**src/rtl/csa_pkg.sv**
```systemverilog
// Shared definitions for the pipelined conditional-sum adder.
//   cand_t    : per-bit candidate record. sum0/c0 are the sum bit and the carry
//               out of this bit assuming the enclosing block's carry-in is 0;
//               sum1/c1 are the same assuming carry-in 1. The carry fields of
//               a block's top bit are the block carry-out candidates.
//   clog2     : ceiling log2 usable in constant expressions.
//   width_ok  : legality test for the adder width (power of two, 4..64).
package csa_pkg;

  typedef struct packed {
    logic sum0;
    logic c0;
    logic sum1;
    logic c1;
  } cand_t;

  function automatic int clog2(input int value);
    int r;
    r = 0;
    for (int i = 0; i < 31; i++) begin
      if ((1 << i) < value) r = i + 1;
    end
    return r;
  endfunction

  function automatic bit width_ok(input int w);
    return (w >= 4) && (w <= 64) && ((w & (w - 1)) == 0);
  endfunction

endpackage

```
**src/rtl/csa_merge_level.sv**
```systemverilog
// One registered merge level of the conditional-sum tree.
// Pairs adjacent BLK-bit candidate blocks into 2*BLK-bit blocks: the upper half
// of each pair takes, for each carry-in assumption, the candidate selected by
// the lower half's carry-out under that same assumption; the lower half passes
// through. Carry-in select, operand sign bits and the valid bit travel along.
// Ports:
//   clk, rst_n        clock, asynchronous active-low reset
//   adv               pipeline advance enable
//   src_vld/ce/xm/ym  valid, effective carry-in, X MSB, effective Y MSB in
//   src_cand          BLK*NBLK candidate records in
//   vld/ce/xm/ym      registered sidebands out
//   cand              registered merged candidate records out
module csa_merge_level
  import csa_pkg::*;
#(
  parameter int BLK  = 1,
  parameter int NBLK = 8
) (
  input  logic                   clk,
  input  logic                   rst_n,
  input  logic                   adv,
  input  logic                   src_vld,
  input  logic                   src_ce,
  input  logic                   src_xm,
  input  logic                   src_ym,
  input  cand_t [BLK*NBLK-1:0]   src_cand,
  output logic                   vld,
  output logic                   ce,
  output logic                   xm,
  output logic                   ym,
  output cand_t [BLK*NBLK-1:0]   cand
);

  localparam int W = BLK * NBLK;

  cand_t [W-1:0] merged;

  for (genvar j = 0; j < W; j++) begin : g_bit
    if ((j % (2 * BLK)) >= BLK) begin : g_upper
      // Top bit of the lower half of this pair holds that half's carry-out.
      localparam int LOW_TOP = (j / (2 * BLK)) * (2 * BLK) + BLK - 1;
      assign merged[j] = '{
        sum0: src_cand[LOW_TOP].c0 ? src_cand[j].sum1 : src_cand[j].sum0,
        c0:   src_cand[LOW_TOP].c0 ? src_cand[j].c1   : src_cand[j].c0,
        sum1: src_cand[LOW_TOP].c1 ? src_cand[j].sum1 : src_cand[j].sum0,
        c1:   src_cand[LOW_TOP].c1 ? src_cand[j].c1   : src_cand[j].c0
      };
    end else begin : g_lower
      assign merged[j] = src_cand[j];
    end
  end

  // Stage boundary: merged blocks of 2*BLK bits
  always_ff @(posedge clk or negedge rst_n) begin
    if (!rst_n) begin
      vld  <= 1'b0;
      ce   <= 1'b0;
      xm   <= 1'b0;
      ym   <= 1'b0;
      cand <= '0;
    end else if (adv) begin
      vld  <= src_vld;
      ce   <= src_ce;
      xm   <= src_xm;
      ym   <= src_ym;
      cand <= merged;
    end
  end

endmodule

```
**src/rtl/cond_sum_adder_pipe.sv**
```systemverilog
// Pipelined conditional-sum adder/subtractor with valid/ready handshake.
// S0 registers per-bit candidates, LOG2W-1 merge levels double the block size,
// and the final stage merges the two halves, selects the candidate matching the
// effective carry-in and registers sum, carry-out and signed overflow.
// Latency LOG2W+1 cycles, one operation per cycle, stall-all back-pressure.
// Ports:
//   clk, rst_n                 clock, asynchronous active-low reset
//   in_valid, in_ready         operand handshake
//   in_x, in_y, in_cin, in_sub operands, carry-in (add only), 1 = X - Y
//   out_valid, out_ready       result handshake
//   out_sum, out_cout, out_ovf result, carry-out (1 = no borrow), overflow
module cond_sum_adder_pipe
  import csa_pkg::*;
#(
  parameter int WIDTH = 8
) (
  input  logic             clk,
  input  logic             rst_n,
  input  logic             in_valid,
  output logic             in_ready,
  input  logic [WIDTH-1:0] in_x,
  input  logic [WIDTH-1:0] in_y,
  input  logic             in_cin,
  input  logic             in_sub,
  output logic             out_valid,
  input  logic             out_ready,
  output logic [WIDTH-1:0] out_sum,
  output logic             out_cout,
  output logic             out_ovf
);

  localparam int LOG2W = clog2(WIDTH);
  localparam int LAST  = LOG2W - 1;
  localparam int HALF  = WIDTH / 2;

  if (!width_ok(WIDTH)) begin : g_bad_width
    $error("cond_sum_adder_pipe: WIDTH must be a power of two in 4..64");
  end

  logic adv;

  // The whole pipe moves together; it only stops when a result is waiting.
  assign adv      = !out_valid || out_ready;
  assign in_ready = adv;

  logic [WIDTH-1:0]  ye;
  logic              ce;
  cand_t [WIDTH-1:0] cand_s0;

  assign ye = in_sub ? ~in_y : in_y;
  assign ce = in_sub | in_cin;

  for (genvar i = 0; i < WIDTH; i++) begin : g_s0
    assign cand_s0[i] = '{
      sum0: in_x[i] ^ ye[i],
      c0:   in_x[i] & ye[i],
      sum1: ~(in_x[i] ^ ye[i]),
      c1:   in_x[i] | ye[i]
    };
  end

  logic              vld_p0, ce_p0, xm_p0, ym_p0;
  cand_t [WIDTH-1:0] cand_p0;

  // Stage boundary S0: single-bit candidates; operands only captured when valid
  always_ff @(posedge clk or negedge rst_n) begin
    if (!rst_n) begin
      vld_p0  <= 1'b0;
      ce_p0   <= 1'b0;
      xm_p0   <= 1'b0;
      ym_p0   <= 1'b0;
      cand_p0 <= '0;
    end else if (adv) begin
      vld_p0 <= in_valid;
      if (in_valid) begin
        ce_p0   <= ce;
        xm_p0   <= in_x[WIDTH-1];
        ym_p0   <= ye[WIDTH-1];
        cand_p0 <= cand_s0;
      end
    end
  end

  // Index k holds the output of merge level k (blocks of 2^k bits); 0 is S0.
  logic              vld_lvl  [LOG2W];
  logic              ce_lvl   [LOG2W];
  logic              xm_lvl   [LOG2W];
  logic              ym_lvl   [LOG2W];
  cand_t [WIDTH-1:0] cand_lvl [LOG2W];

  assign vld_lvl[0]  = vld_p0;
  assign ce_lvl[0]   = ce_p0;
  assign xm_lvl[0]   = xm_p0;
  assign ym_lvl[0]   = ym_p0;
  assign cand_lvl[0] = cand_p0;

  for (genvar k = 1; k < LOG2W; k++) begin : g_lvl
    csa_merge_level #(
      .BLK  (1 << (k - 1)),
      .NBLK (WIDTH >> (k - 1))
    ) u_merge (
      .clk      (clk),
      .rst_n    (rst_n),
      .adv      (adv),
      .src_vld  (vld_lvl[k-1]),
      .src_ce   (ce_lvl[k-1]),
      .src_xm   (xm_lvl[k-1]),
      .src_ym   (ym_lvl[k-1]),
      .src_cand (cand_lvl[k-1]),
      .vld      (vld_lvl[k]),
      .ce       (ce_lvl[k]),
      .xm       (xm_lvl[k]),
      .ym       (ym_lvl[k]),
      .cand     (cand_lvl[k])
    );
  end

  // Last merge and carry-in selection fused: the lower half resolves with the
  // real carry-in, and its resolved carry-out picks the upper half's candidate.
  logic             hc;
  logic [WIDTH-1:0] sum_fin;
  logic             cout_fin;

  assign hc = ce_lvl[LAST] ? cand_lvl[LAST][HALF-1].c1 : cand_lvl[LAST][HALF-1].c0;

  for (genvar j = 0; j < WIDTH; j++) begin : g_fin
    if (j < HALF) begin : g_lo
      assign sum_fin[j] = ce_lvl[LAST] ? cand_lvl[LAST][j].sum1 : cand_lvl[LAST][j].sum0;
    end else begin : g_hi
      assign sum_fin[j] = hc ? cand_lvl[LAST][j].sum1 : cand_lvl[LAST][j].sum0;
    end
  end

  assign cout_fin = hc ? cand_lvl[LAST][WIDTH-1].c1 : cand_lvl[LAST][WIDTH-1].c0;

  // Stage boundary: final result register
  always_ff @(posedge clk or negedge rst_n) begin
    if (!rst_n) begin
      out_valid <= 1'b0;
      out_sum   <= '0;
      out_cout  <= 1'b0;
      out_ovf   <= 1'b0;
    end else if (adv) begin
      out_valid <= vld_lvl[LAST];
      out_sum   <= sum_fin;
      out_cout  <= cout_fin;
      out_ovf   <= (xm_lvl[LAST] == ym_lvl[LAST]) && (sum_fin[WIDTH-1] != xm_lvl[LAST]);
    end
  end

endmodule

```
**config.mk**
```make
export PLATFORM = sky130hd
export DESIGN_NAME = cond_sum_adder_pipe
export DESIGN_NICKNAME = d
export VERILOG_FILES = /design/src/rtl/csa_pkg.sv /design/src/rtl/csa_merge_level.sv /design/src/rtl/cond_sum_adder_pipe.sv
export SDC_FILE = /design/constraint.sdc
export NUM_CORES = 1
export LEC_CHECK = 0
export ABC_AREA = 0
export CAP_MARGIN = 40
export CELL_PAD_IN_SITES_DETAIL_PLACEMENT = 0
export CELL_PAD_IN_SITES_GLOBAL_PLACEMENT = 1
export CORE_AREA = 8 8 98 117
export DETAILED_ROUTE_END_ITERATION = 16
export DIE_AREA = 0 0 106 125
export PLACE_DENSITY = 0.82
export SYNTH_ARGS = -nofsm -noshare
export SYNTH_HDL_FRONTEND = slang
export SYNTH_SLANG_ARGS = --single-unit
```
**constraint.sdc**
```tcl
create_clock -name clk -period 1.73 [get_ports clk]
set_input_delay 0.346 -clock clk [delete_from_list [all_inputs] [get_ports clk]]
set_output_delay 0.346 -clock clk [all_outputs]
set_load 0.005 [all_outputs]
```
**Word-level counts from Yosys, hierarchy flattened**

Index checks and enable logic that the tools add are counted.

- Word-level logic and storage cells: 171
- Bits in writable memories: 0
- Bits in read-only memories: 0
- Output and inout port bits: 12
- Bits in latches: 0
- Memories: 0
- Register bits after elaboration: 99

- Multipliers: 0
- Multiplexer cells: 39
- Reduce and logical (&&, ||, !) cells: 4
- Eq/ne operators: 2
- $lt $le $gt $ge: 0
- Add/sub/neg operators: 0
- Shifts and indexed selects: 0
- Bitwise gates (word level): 34
- Div/mod/pow operators: 0

Operators by type and width:

| cell | count |
|---|---|
| $mux 1 | 38 |
| $or 1x1->1 | 9 |
| $and 1x1->1 | 8 |
| $mux 8 | 1 |
| $not 1->1 | 8 |
| $not 8->8 | 1 |
| $xor 1x1->1 | 8 |
| $reduce_and 2->1 | 1 |
| $eq 1x1->1 | 1 |
| $logic_and 1x1->1 | 1 |
| $logic_not 1->1 | 1 |
| $logic_or 1x1->1 | 1 |
| $ne 1x1->1 | 1 |

**Logic depth before layout (Yosys ltp)**

- Depth in word-level cells: 4
- Gate-level depth with buffers: 7
- Depth with buffers taken out: 5

**Cells and area by module**

From an unflattened synthesis, not the netlist that was laid out.

- Cells, all modules: 413
- Area total of the unflattened synthesis: 5362.6 µm²

Modules (own cells, without submodules):

| module | times used | seq. area each (µm²) | area each (µm²) | cells an instance |
|---|---|---|---|---|
| cond_sum_adder_pipe | 1 | 1176.1 | 2152.1 | 189 |
| csa_merge_level at g_lvl[2].u_merge | 1 | 900.9 | 1615.3 | 114 |
| csa_merge_level at g_lvl[1].u_merge | 1 | 900.9 | 1595.3 | 110 |

**Worst setup path before layout**

No wires, ideal clock.

- Kind: register to register
- From: register out_valid
- To: register cand_p0, in the netlist cand_lvl[66]
- Setup time: 0.125 ns
- Data required time: 1.605 ns
- Period minus slack after synthesis: 1.586 ns
- Buffers on the path: 2
- Stages on the path, launching flop included: 7
- Arrival: 1.461 ns
- Setup slack: 0.144 ns
- Cell sequence: dfrtp_1 -> nor2b_1 -> buf_2 -> inv_2 -> nand2_1 -> buf_2 -> mux2_2

- Cells in the longest elaborated chain, start to end: 3

RTL lines:

| item | line | RTL |
|---|---|---|
| start, declared | cond_sum_adder_pipe.sv:25 | `output logic out_valid,` |
| start signal, assigned | cond_sum_adder_pipe.sv:144 | `out_valid <= vld_lvl[LAST];` |
| $logic_not 1->1 | cond_sum_adder_pipe.sv:43 | `assign adv = !out_valid \|\| out_ready;` |
| $logic_or 1x1->1 | cond_sum_adder_pipe.sv:43 |  |
| $reduce_and 2->1 (no source line) | -- |  |
| end signal, assigned | cond_sum_adder_pipe.sv:79 | `cand_p0 <= cand_s0;` |
| end, declared | cond_sum_adder_pipe.sv:63 | `cand_t [WIDTH-1:0] cand_p0;` |

No other way between the ends.
A chain may end at the register's enable or synchronous reset.

==> flow_summary_export.csv <==
group,metric,value,unit
status,outcome,"finished, final reports clean",
setup_path,critPathMaxFanout,6,
grt,overflow,0,
synth,synthCells,409,
clock_tree,clock-root-buffer,"clkbuf_16",
synth,yosys.cell_types.count,21,
timing,clock_skew,8.96,ps
synth,seq_area_frac_synth,0.578,
timing,min_period,1590,ps
grt,grt_pass1_vias,2798,
timing,max_freq,0.627,GHz
setup_path,worst_r2r_path_depth,4,
route,drt_wl_total,7500,um
setup_path,crit_start,"in_sub",
setup_path,criticalPathCategory,"input port to register",
power_and_ir_drop,p_leak,2.51,nW
route,antenna_left,0,
clock_tree,clk-insertion-delay-late,340,ps
layout,drive_gt1_frac,0.117,
route,drt-initial-drc-count,107,
timing,grt_setup_unrepaired,"false",
timing,max_slew_margin,0.729,
layout,n_antenna_cell,0,
route,wire_per_inst,12.8,um
synth,synth_area,4290,sq um
clock_tree,cts_buffer_depth,2,
synth,yosys-top-cells-area,"dfrtp_1 58%, nand2_1 11%, mux2i_1 8.6%",
layout,nets,493,
setup_path,endpoint_kind,"register",
synth,synth-main-ff-cell,"dfrtp_1",
clock_tree,clock_sinks,99,
floorplan,ios,34,
timing,period_share,0.921,
grt,grt_max_degree,97,
floorplan,coreArea,9760,sq um
clock_tree,path_clk_slew,70,ps
floorplan,die_area,13300,sq um
power_and_ir_drop,p_per_area,1590,nW/um^2
route,firstDrtPassIters,4,
power_and_ir_drop,irDropWorstVdd,634,uV
synth,ys_top_cells_by_count,"130 x nand2_1, 99 x dfrtp_1, 55 x o21ai_0, 37 x mux2i_1",
clock_tree,cts_tree,"yes",
floorplan,die_x,106,um
job,drv_cap,0,
synth,synth_most_common_cell,"nand2_1",
clock_tree,cts_made_buffers,9,
placement,io_buffers,33,
synth,syn_nets,447,
timing,fin_ws,136,ps
setup_path,cp_top_family,"buffers and inverters",
setup_path,crit_path_top_delay_cell,"clkdlybuf4s50_1",
grt,antenna_found_initial,0,
synth,synth_edf_count,0,
setup_path,worstPathArrival,1820,ps
floorplan,start_util,0.439,
floorplan,die_h,125,um
setup_path,r2r-end,"out_ovf",
clock_tree,cts-htree-levels,3,
setup_path,crit_buf_inv,3,
setup_path,critPathRequiredTime,1950,ps
synth,ys_async_sr_fraction,1.00,
timing,slew_violations,0,
route,num_vias,2746,
timing,setup_violations,0,
synth,yosysWarningCount,0,
min_path,min_path_cells,2,
setup_path,r2r_setup_slack,350,ps
setup_path,cp-endpoint,"cand_lvl[71]",
layout,layout.cells.non_filler,586,
synth,synth_top_area_share,0.578,
grt,grt_usage,0.118,
route,drcViolationCount,0,
setup_path,max_stage_delay,480,ps
route,via_per_inst,4.69,
synth,ys_ff_latch,99,
timing,worst_slew_pin_slew,407,ps
placement,dp.cells,569,
setup_path,path_cells,"clkdlybuf4s50_1 > buf_4 > xor2_1 > inv_1 > ha_1 > mux2_2",
synth,syn_avg_cell_area,10.5,sq um
setup_path,r2r_start,"g_lvl[2].u_merge.ce",
synth,synth_largest_area_cell,"dfrtp_1",
setup_path,startpoint_type,"input port",
placement,gp_congestion,0.743,
floorplan,rows,40,
placement,dp_hpwl,5270,um
setup_path,crit_cells,6,
grt,grt_pass1_wl,13000,um
min_path,min_path_type,"register to register",
placement,place_ws,-248,ps
layout,synthToLayoutAreaGrowth,21.3,%
timing,final_hold_viol_count,0,
-- cells by family (layout without fill, tap and decap cells) --
logic type / after synthesis / count (layout) / share of synthesized area
compound gates: 57 / 57 / 0.0669
xor+xnor: 8 / 8 / 0.0164
fa+ha+maj: 16 / 16 / 0.0467
buf+inv: 38 / 89 / 0.0362
flops: 99 / 99 / 0.578
mux: 54 / 54 / 0.134
simple gates: 137 / 137 / 0.122
-- worst min-delay path by stage --
stage | startpoint | end | slack, ps
after global placement | rst_n | cand_lvl[77] | 300
after detailed placement | rst_n | cand_lvl[79] | 310
after CTS | g_lvl[2].u_merge.vld | g_lvl[2].u_merge.vld | 460
after global routing | g_lvl[2].u_merge.cand[19] | g_lvl[2].u_merge.cand[19] | 480
after floorplan | rst_n | cand_lvl[64] | 50
final | g_lvl[2].u_merge.vld | g_lvl[2].u_merge.vld | 460
-- stage by stage --
step | setup TNS, ps | total power, mW | util | hold slack (ps) | instance area, sq um
detailed placement | -2930 | 6.42 | 0.502 | 308 | 4900
global route | 0 | 8.86 | 0.533 | 484 | 5200
global placement | -1730 | 6.27 | 0.502 | 302 | 4900
CTS | 0 | 8.39 | 0.533 | 462 | 5200
floorplan | 0 | 5.45 | - | 50.4 | 4290
finish | 0 | 8.26 | 0.533 | 457 | 5200
-- metal layers --
layer,GRT usage,share of wire
met1,0.158,0.51
met2,0.177,0.43
met3,0.0277,0.032
met5,0,0
met4,0.0589,0.021
-- final cells by class --
cell class,count,area [sq um]
clock buffer,14,254
clock inverter,2,35.0
fill,910,4560
inverter,17,63.8
multi-input combinational,272,1660
sequential,99,2480
tap,126,158
timing repair buffer,56,552
-- where the power goes --
group / internal (mW) / total (mW) / switching, mW
combinational: 1.24 / 2.34 / 1.10
sequential: 3.31 / 3.98 / 0.675
clock: 1.16 / 1.94 / 0.785
total: 5.71 / 8.26 / 2.56
-- what timing repair did --
action                                  CTS  global route
resized for setup                         1             0
endpoints found under the setup margin    1             0
hold buffers                              1             0
endpoints found under the hold margin    28             0
buffers inserted                          0             0
-- sequential cells by signal (all words and copies together) (netlist names), 2 cells and up --
register            count
g_lvl.u_merge.cand     44
cand_lvl               32
out_sum                 8
g_lvl.u_merge.ce        2
g_lvl.u_merge.vld       2
g_lvl.u_merge.xm        2
g_lvl.u_merge.ym        2
-- cell usage in the layout, fill, tap and decap left out, types with 3 or more instances in the layout --
| cell type | instances |
|---|---|
| clkbuf_1 | 4 |
| inv_1 | 16 |
| o21ai_0 | 55 |
| xor2_1 | 7 |
| mux2_2 | 16 |
| clkdlybuf4s50_1 | 31 |
| nand2_1 | 130 |
| nor2_1 | 3 |
| buf_4 | 19 |
| ha_1 | 16 |
| clkbuf_16 | 9 |
| buf_12 | 4 |
| mux2i_1 | 37 |
| dfrtp_1 | 99 |
-- tightest hold or removal path: cells and delay by family, from the launching register on --
| kind | cells | cell delay, ps |
|---|---|---|
| flip-flops | 1 | 330 |
| AND/OR/NAND/NOR | 2 | 100 |
No activity file was read; power rests on OpenSTA's default activity.
